## config.mk

```make
export PLATFORM = sky130hd
export DESIGN_NAME = nand2_stim
export DESIGN_NICKNAME = d
export VERILOG_FILES = /design/src/rtl/nand2_stim.sv
export SDC_FILE = /design/constraint.sdc
export NUM_CORES = 1
export LEC_CHECK = 0
export CAP_MARGIN = 20
export CORE_UTILIZATION = 50
export CTS_CLUSTER_DIAMETER = 120
export CTS_CLUSTER_SIZE = 10
export DETAILED_ROUTE_END_ITERATION = 16
export PLACE_DENSITY = 0.77
export SYNTH_ARGS = -nofsm -noshare
export SYNTH_HDL_FRONTEND = slang
export SYNTH_SLANG_ARGS = --single-unit
```

## constraint.sdc

```tcl
create_clock -name clk -period 3.1 [get_ports clk]
set_clock_uncertainty 0.15 [all_clocks]
set_input_delay 0.31 -clock clk [delete_from_list [all_inputs] [get_ports clk]]
set_output_delay 0.31 -clock clk [all_outputs]
set_load 0.02 [all_outputs]
```

## src/rtl/nand2_stim.sv

```systemverilog
`timescale 1ns/1ps
`default_nettype none
// ============================================================================
// Module      : nand2_stim
// Description : Self-sequencing NAND2 exercise block. A stimulus sequencer
//               walks (a,b) through 00,01,10,11 into a NAND core, and a
//               golden-table checker flags any mismatch. An external-operand
//               mode drives the core directly.
// Revision    : 1.0 - initial release
// ============================================================================
module nand2_stim #(
   parameter int HOLD_CYCLES = 10,
   parameter bit CONTINUOUS  = 1'b0
) (
   input  logic       clk,
   input  logic       rst_n,
   input  logic       start,
   input  logic       stop,
   input  logic       ext_sel,
   input  logic       ext_a,
   input  logic       ext_b,
   output logic       a,
   output logic       b,
   output logic       y,
   output logic [1:0] vec,
   output logic       busy,
   output logic       done,
   output logic       err
);

   typedef enum logic [1:0] {
      S_IDLE  = 2'd0,
      S_APPLY = 2'd1,
      S_DONE  = 2'd2
   } state_t;

   localparam logic [7:0] c_last_hold = 8'(HOLD_CYCLES - 1);
   // Expected y indexed by vec: vectors 0..2 give 1, vector 3 gives 0.
   localparam logic [3:0] c_golden    = 4'b0111;

   logic       r_rst_sync_n;
   logic       r_core_en;
   state_t     r_state;
   state_t     w_state_nxt;
   logic [1:0] r_vec;
   logic [1:0] w_vec_nxt;
   logic [7:0] r_cnt;
   logic [7:0] w_cnt_nxt;
   logic       r_done;
   logic       w_done_nxt;
   logic       r_err;
   logic       w_hold_end;
   logic       w_start_acc;
   logic       w_mismatch;
   logic       w_ext_en;

   // Reset asserts asynchronously; release is retimed so the first
   // functional edge is the second rising clk after rst_n goes high.
   always_ff @(posedge clk or negedge rst_n) begin
      if (!rst_n) begin
         r_rst_sync_n <= 1'b0;
      end else begin
         r_rst_sync_n <= 1'b1;
      end
   end

   // Keeps the external operand path quiet while the block is in reset.
   always_ff @(posedge clk or negedge r_rst_sync_n) begin
      if (!r_rst_sync_n) begin
         r_core_en <= 1'b0;
      end else begin
         r_core_en <= 1'b1;
      end
   end

   assign w_hold_end  = (r_cnt == c_last_hold);
   assign w_start_acc = (r_state == S_IDLE) && start && !stop;

   always_comb begin
      w_state_nxt = r_state;
      w_vec_nxt   = r_vec;
      w_cnt_nxt   = r_cnt;
      w_done_nxt  = 1'b0;
      if (stop) begin
         w_state_nxt = S_IDLE;
         w_vec_nxt   = 2'd0;
         w_cnt_nxt   = 8'd0;
      end else begin
         case (r_state)
            S_IDLE: begin
               w_vec_nxt = 2'd0;
               w_cnt_nxt = 8'd0;
               if (start) begin
                  w_state_nxt = S_APPLY;
               end
            end
            S_APPLY: begin
               if (w_hold_end) begin
                  w_cnt_nxt = 8'd0;
                  if (r_vec == 2'd3) begin
                     w_vec_nxt  = 2'd0;
                     w_done_nxt = 1'b1;
                     if (!CONTINUOUS) begin
                        w_state_nxt = S_DONE;
                     end
                  end else begin
                     w_vec_nxt = r_vec + 2'd1;
                  end
               end else begin
                  w_cnt_nxt = r_cnt + 8'd1;
               end
            end
            S_DONE: begin
               w_state_nxt = S_IDLE;
               w_vec_nxt   = 2'd0;
               w_cnt_nxt   = 8'd0;
            end
            default: begin
               w_state_nxt = S_IDLE;
               w_vec_nxt   = 2'd0;
               w_cnt_nxt   = 8'd0;
            end
         endcase
      end
   end

   always_ff @(posedge clk or negedge r_rst_sync_n) begin
      if (!r_rst_sync_n) begin
         r_state <= S_IDLE;
         r_vec   <= 2'd0;
         r_cnt   <= 8'd0;
         r_done  <= 1'b0;
      end else begin
         r_state <= w_state_nxt;
         r_vec   <= w_vec_nxt;
         r_cnt   <= w_cnt_nxt;
         r_done  <= w_done_nxt;
      end
   end

   // The checker reads the core output port itself so a fault on y is seen.
   assign w_mismatch = busy && !ext_sel && (y != c_golden[r_vec]);

   always_ff @(posedge clk or negedge r_rst_sync_n) begin
      if (!r_rst_sync_n) begin
         r_err <= 1'b0;
      end else if (w_start_acc) begin
         r_err <= 1'b0;
      end else if (w_mismatch) begin
         r_err <= 1'b1;
      end
   end

   assign w_ext_en = ext_sel && r_core_en;
   assign a        = w_ext_en ? ext_a : r_vec[1];
   assign b        = w_ext_en ? ext_b : r_vec[0];
   assign y        = ~(a & b);
   assign vec      = r_vec;
   assign busy     = (r_state == S_APPLY);
   assign done     = r_done;
   assign err      = r_err;

endmodule
`default_nettype wire

```

==> report_table.html <==
<table>
<tr><th>Metric</th><th>Value</th></tr>
<tr><th colspan="2">Logic synthesis</th></tr>
<tr><td>Warning count from the yosys run</td><td>0</td></tr>
<tr><td>Combinational family with the most area after synthesis</td><td>simple AND/OR/NAND/NOR gates</td></tr>
<tr><td>Leading post-synthesis cells by cell area</td><td>dfrtp_1 52%, nor2_1 6.8%, ha_1 6.5%</td></tr>
<tr><td>Fraction of synthesized cell area in xor and xnor cells</td><td>under 10%</td></tr>
<tr><td>Number of synthesized register bits</td><td>16</td></tr>
<tr><td>Area share of the leading cell type in the synthesized netlist</td><td>around half</td></tr>
<tr><td>Arithmetic-cell share of the synthesized area counting full adders, half adders and majority gates</td><td>under 10%</td></tr>
<tr><td>Post-synthesis sequential area ratio</td><td>51.9%</td></tr>
<tr><td>Post-synthesis compound-gate area fraction</td><td>6.97%</td></tr>
<tr><td>Synthesized area divided by synthesized cell count</td><td>approximately 10 um^2</td></tr>
<tr><td>Synthesized-area fraction occupied by and/or/nand/nor cells</td><td>a little over a fifth</td></tr>
<tr><td>Post-Synthesis Cells</td><td>between 70 and 80</td></tr>
<tr><td>Post-synthesis cell type count</td><td>23</td></tr>
<tr><td>Cell area after synthesis</td><td>just under 800 um^2</td></tr>
<tr><td>Multiplexer fraction of the synthesized cell area</td><td>~5.5%</td></tr>
<tr><td>Cell type with the largest total area after synthesis</td><td>dfrtp_1</td></tr>
<tr><th colspan="2">STA</th></tr>
<tr><td>Max Slew Vio Count</td><td>0</td></tr>
<tr><td>Final setup viols</td><td>0</td></tr>
<tr><td>Final period demand of the worst path</td><td>around 2.2 ns</td></tr>
<tr><td>Tightest Pin Transition</td><td>0.580 ns</td></tr>
<tr><td>Setup TNS Final</td><td>0 ns</td></tr>
<tr><td>FMAX</td><td>0.445 GHz</td></tr>
<tr><td>Unrepaired setup endpoints after global routing</td><td>no</td></tr>
<tr><td>Worst hold margin</td><td>0.0919 ns</td></tr>
<tr><td>Setup slack of the critical path after layout</td><td>roughly 0.85 ns</td></tr>
<tr><td>Final hold violation count</td><td>0</td></tr>
<tr><td>Share of the clock period used by the worst path after layout</td><td>72.5%</td></tr>
<tr><td>Worst slew margin relative to its limit</td><td>between 60% and 70%</td></tr>
<tr><th colspan="2">Power</th></tr>
<tr><td>Total power density per cell area</td><td>about 370 nW/um^2</td></tr>
<tr><td>Worst ir drop on vdd</td><td>0.247 mV</td></tr>
<tr><td>Leakage power</td><td>0.441 nW</td></tr>
<tr><td>Post-layout total power</td><td>between 0.3 and 0.4 mW</td></tr>
<tr><th colspan="2">Floorplan</th></tr>
<tr><td>Die Span X</td><td>between 40 and 50 um</td></tr>
<tr><td>Initial core utilization</td><td>about 57%</td></tr>
<tr><td>Die outline area</td><td>between 1500 and 2000 um^2</td></tr>
<tr><td>Die Span Y</td><td>around 41 um</td></tr>
<tr><td>Row Count</td><td>13</td></tr>
<tr><td>Core region area</td><td>~1400 um^2</td></tr>
<tr><td>Io pins</td><td>15</td></tr>
<tr><th colspan="2">Worst setup path</th></tr>
<tr><td>Kind of end point of the critical path</td><td>output port</td></tr>
<tr><td>Critical register-to-register path startpoint</td><td>r_cnt[1]</td></tr>
<tr><td>Element type at the critical path start</td><td>input port</td></tr>
<tr><td>Critical path arrival</td><td>1.79 ns</td></tr>
<tr><td>Number of cells on the worst reg-to-reg path</td><td>6</td></tr>
<tr><td>Maximum fanout along the worst path</td><td>3</td></tr>
<tr><td>FF-to-FF End</td><td>vec[0]</td></tr>
<tr><td>Data required time of the worst path</td><td>2.64 ns</td></tr>
<tr><td>Startpoint-to-endpoint class of the critical path</td><td>input port to output port</td></tr>
<tr><td>Worst R2R Setup Slack</td><td>~1.3 ns</td></tr>
<tr><th colspan="2">Route</th></tr>
<tr><td>Drt initial violations</td><td>9</td></tr>
<tr><td>DR vias</td><td>approximately 560</td></tr>
<tr><td>WL/cell</td><td>between 10 and 15 um</td></tr>
<tr><td>Final Routed Wirelength</td><td>about 1400 um</td></tr>
<tr><td>Per-cell via count in the routed design</td><td>5.10</td></tr>
<tr><td>Detail Route Antenna Nets</td><td>0</td></tr>
<tr><td>Number of detailed-routing iterations run before antenna repair</td><td>4</td></tr>
<tr><td>Drc violations</td><td>0</td></tr>
<tr><th colspan="2">Placement</th></tr>
<tr><td>Gpl congestion</td><td>just under 0.8</td></tr>
<tr><td>Placed standard-cell area</td><td>935 um^2</td></tr>
<tr><td>Dpl cells</td><td>between 100 and 150</td></tr>
<tr><td>Placed wire-length estimate</td><td>roughly 980 um</td></tr>
<tr><td>I/O Buffers</td><td>14</td></tr>
<tr><td>Minimum setup slack after placement</td><td>0.860 ns</td></tr>
<tr><th colspan="2">Clock network</th></tr>
<tr><td>Clock input transition at the sequential cells of the worst setup and hold paths</td><td>approximately 0.08 ns</td></tr>
<tr><td>Setup Fix Bufs, Post-CTS</td><td>0</td></tr>
<tr><td>Clock buffer count from CTS</td><td>3</td></tr>
<tr><td>Clock latency on the worst-skew pair</td><td>0.28 ns</td></tr>
<tr><td>Clock tree from TritonCTS</td><td>yes</td></tr>
<tr><td>Buffer cell driving the clock tree root</td><td>clkbuf_4</td></tr>
<tr><td>Buffer depth of the longest clock path</td><td>2</td></tr>
<tr><td>Total clock sinks</td><td>16</td></tr>
<tr><td>CTS H-tree depth</td><td>1</td></tr>
<tr><th colspan="2">Cells and area</th></tr>
<tr><td>Post-layout net count</td><td>approximately 110</td></tr>
<tr><td>Leading cell type in the layout, fill and taps excluded</td><td>dfrtp_1</td></tr>
<tr><td>Multi-input combinational cell area</td><td>360 um^2</td></tr>
<tr><td>Post-route standard cell area excluding fillers</td><td>967 um^2</td></tr>
<tr><td>Area growth from synthesis to layout</td><td>25.3%</td></tr>
<tr><td>Fraction of layout instances using a drive strength above 1</td><td>under 10%</td></tr>
<tr><td>Most frequent cells in the layout</td><td>16 x dfrtp_1, 14 x nor2_1, 14 x clkdlybuf4s50_1</td></tr>
<tr><td>Number of antenna repair diodes</td><td>0</td></tr>
<tr><td>Non-filler instance count after layout</td><td>110</td></tr>
<tr><td>Sequential cell area</td><td>about 400 um^2</td></tr>
<tr><td>Filler cells</td><td>107</td></tr>
<tr><td>Finished Core Util</td><td>~71%</td></tr>
<tr><th colspan="2">Global route</th></tr>
<tr><td>Overall Global Routing Usage</td><td>approximately a fifth</td></tr>
<tr><td>Via count of the first global-routing pass</td><td>about 470</td></tr>
<tr><td>Aggregate global routing overflow</td><td>0</td></tr>
<tr><td>Largest net degree at the start of global routing</td><td>16</td></tr>
<tr><td>First-pass GRT wire length</td><td>2040 um</td></tr>
<tr><td>Number of antenna violations at the first check in global routing</td><td>0</td></tr>
<tr><th colspan="2">Flow run</th></tr>
<tr><td>Number of max-cap violations</td><td>0</td></tr>
<tr><th colspan="2">Status</th></tr>
<tr><td>Outcome</td><td>complete, no violations</td></tr>
<tr><th colspan="2">Hold path</th></tr>
<tr><td>Worst min-delay path category</td><td>register to asynchronous set/reset pin</td></tr>
</table>
## where the power goes
group | switching, mW | total [mW] | internal (mW)
combinational | 0.0131 | 0.0297 | 0.0166
sequential | 0.00648 | 0.218 | 0.212
clock | 0.0603 | 0.105 | 0.0451
## layout make-up
cell class / instances / area share (%)
Timing Repair Buffer: 15 / 15.5
Clock buffer: 3 / 2.33
Tap cell: 15 / 1.94
Inverter: 4 / 1.55
Sequential cell: 16 / 41.4
Multi-Input combinational cell: 57 / 37.3
## what timing repair did
item | CTS | global route
endpoints found under the hold margin | 1 | 0
endpoints found under the setup margin | 0 | 0
resized for setup | 0 | 0
hold buffers | 1 | 0
## how the worst max path moves through the flow
stage | from | endpoint | slack, ns | cells past startpoint
2_1_floorplan | r_cnt[1] | vec[0] | 1.49 | 6
3_3_place_gp | ext_sel | y | 0.87 | 5
3_5_place_dp | ext_sel | y | 0.86 | 5
4_1_cts | ext_sel | y | 0.85 | 5
5_1_grt | ext_sel | y | 0.77 | 5
6_report | ext_sel | y | 0.85 | 5
## registers in the layout, summed over array words and instances (netlist names)
name,cells
r_rst_sync_n,1
r_cnt,8
vec,2
done,1
r_core_en,1
err,1
r_state,2
## cells in the mapped netlist
master	number
a311oi_1	1
nand3_1	6
nand2_1	5
nor4b_2	1
mux2i_1	2
nand3_2	1
o31ai_1	1
xnor2_1	1
nor2_1	14
xor2_1	4
and3_1	1
mux2_2	2
a21boi_0	1
ha_1	4
conb_1	1
nor2b_1	1
inv_1	4
dfrtp_1	16
o21ai_0	2
or3_1	1
and3_2	1
nor3_1	2
a21oi_1	4
## critical path, stage by stage
cell and delay (ns):
clkdlybuf4s50_1 0.42, nand2_1 0.15, mux2i_1 0.30, inv_1 0.07, clkdlybuf4s50_1 0.54
## cell families (layout without fill, tap and decap cells)
group                    after synthesis  after routing
multiplexers                           4              4
buffers and inverters                  4             22
XOR/XNOR                               5              5
other                                  1              2
adder cells (fa/ha/maj)                4              4
AO/OA/AOI/OAI                          9              9
flip-flops                            16             16
AND/OR/NAND/NOR                       33             33
## layer usage
metal	global-route usage (%)	part of all wire, %	vias to the layer above
li1	-	-	295
met1	25.3	51	253
met2	28.5	45	11
met3	6.38	2.6	2
met4	14.5	1.6	0
met5	0	0	-
No activity file was read; power rests on OpenSTA's default activity.
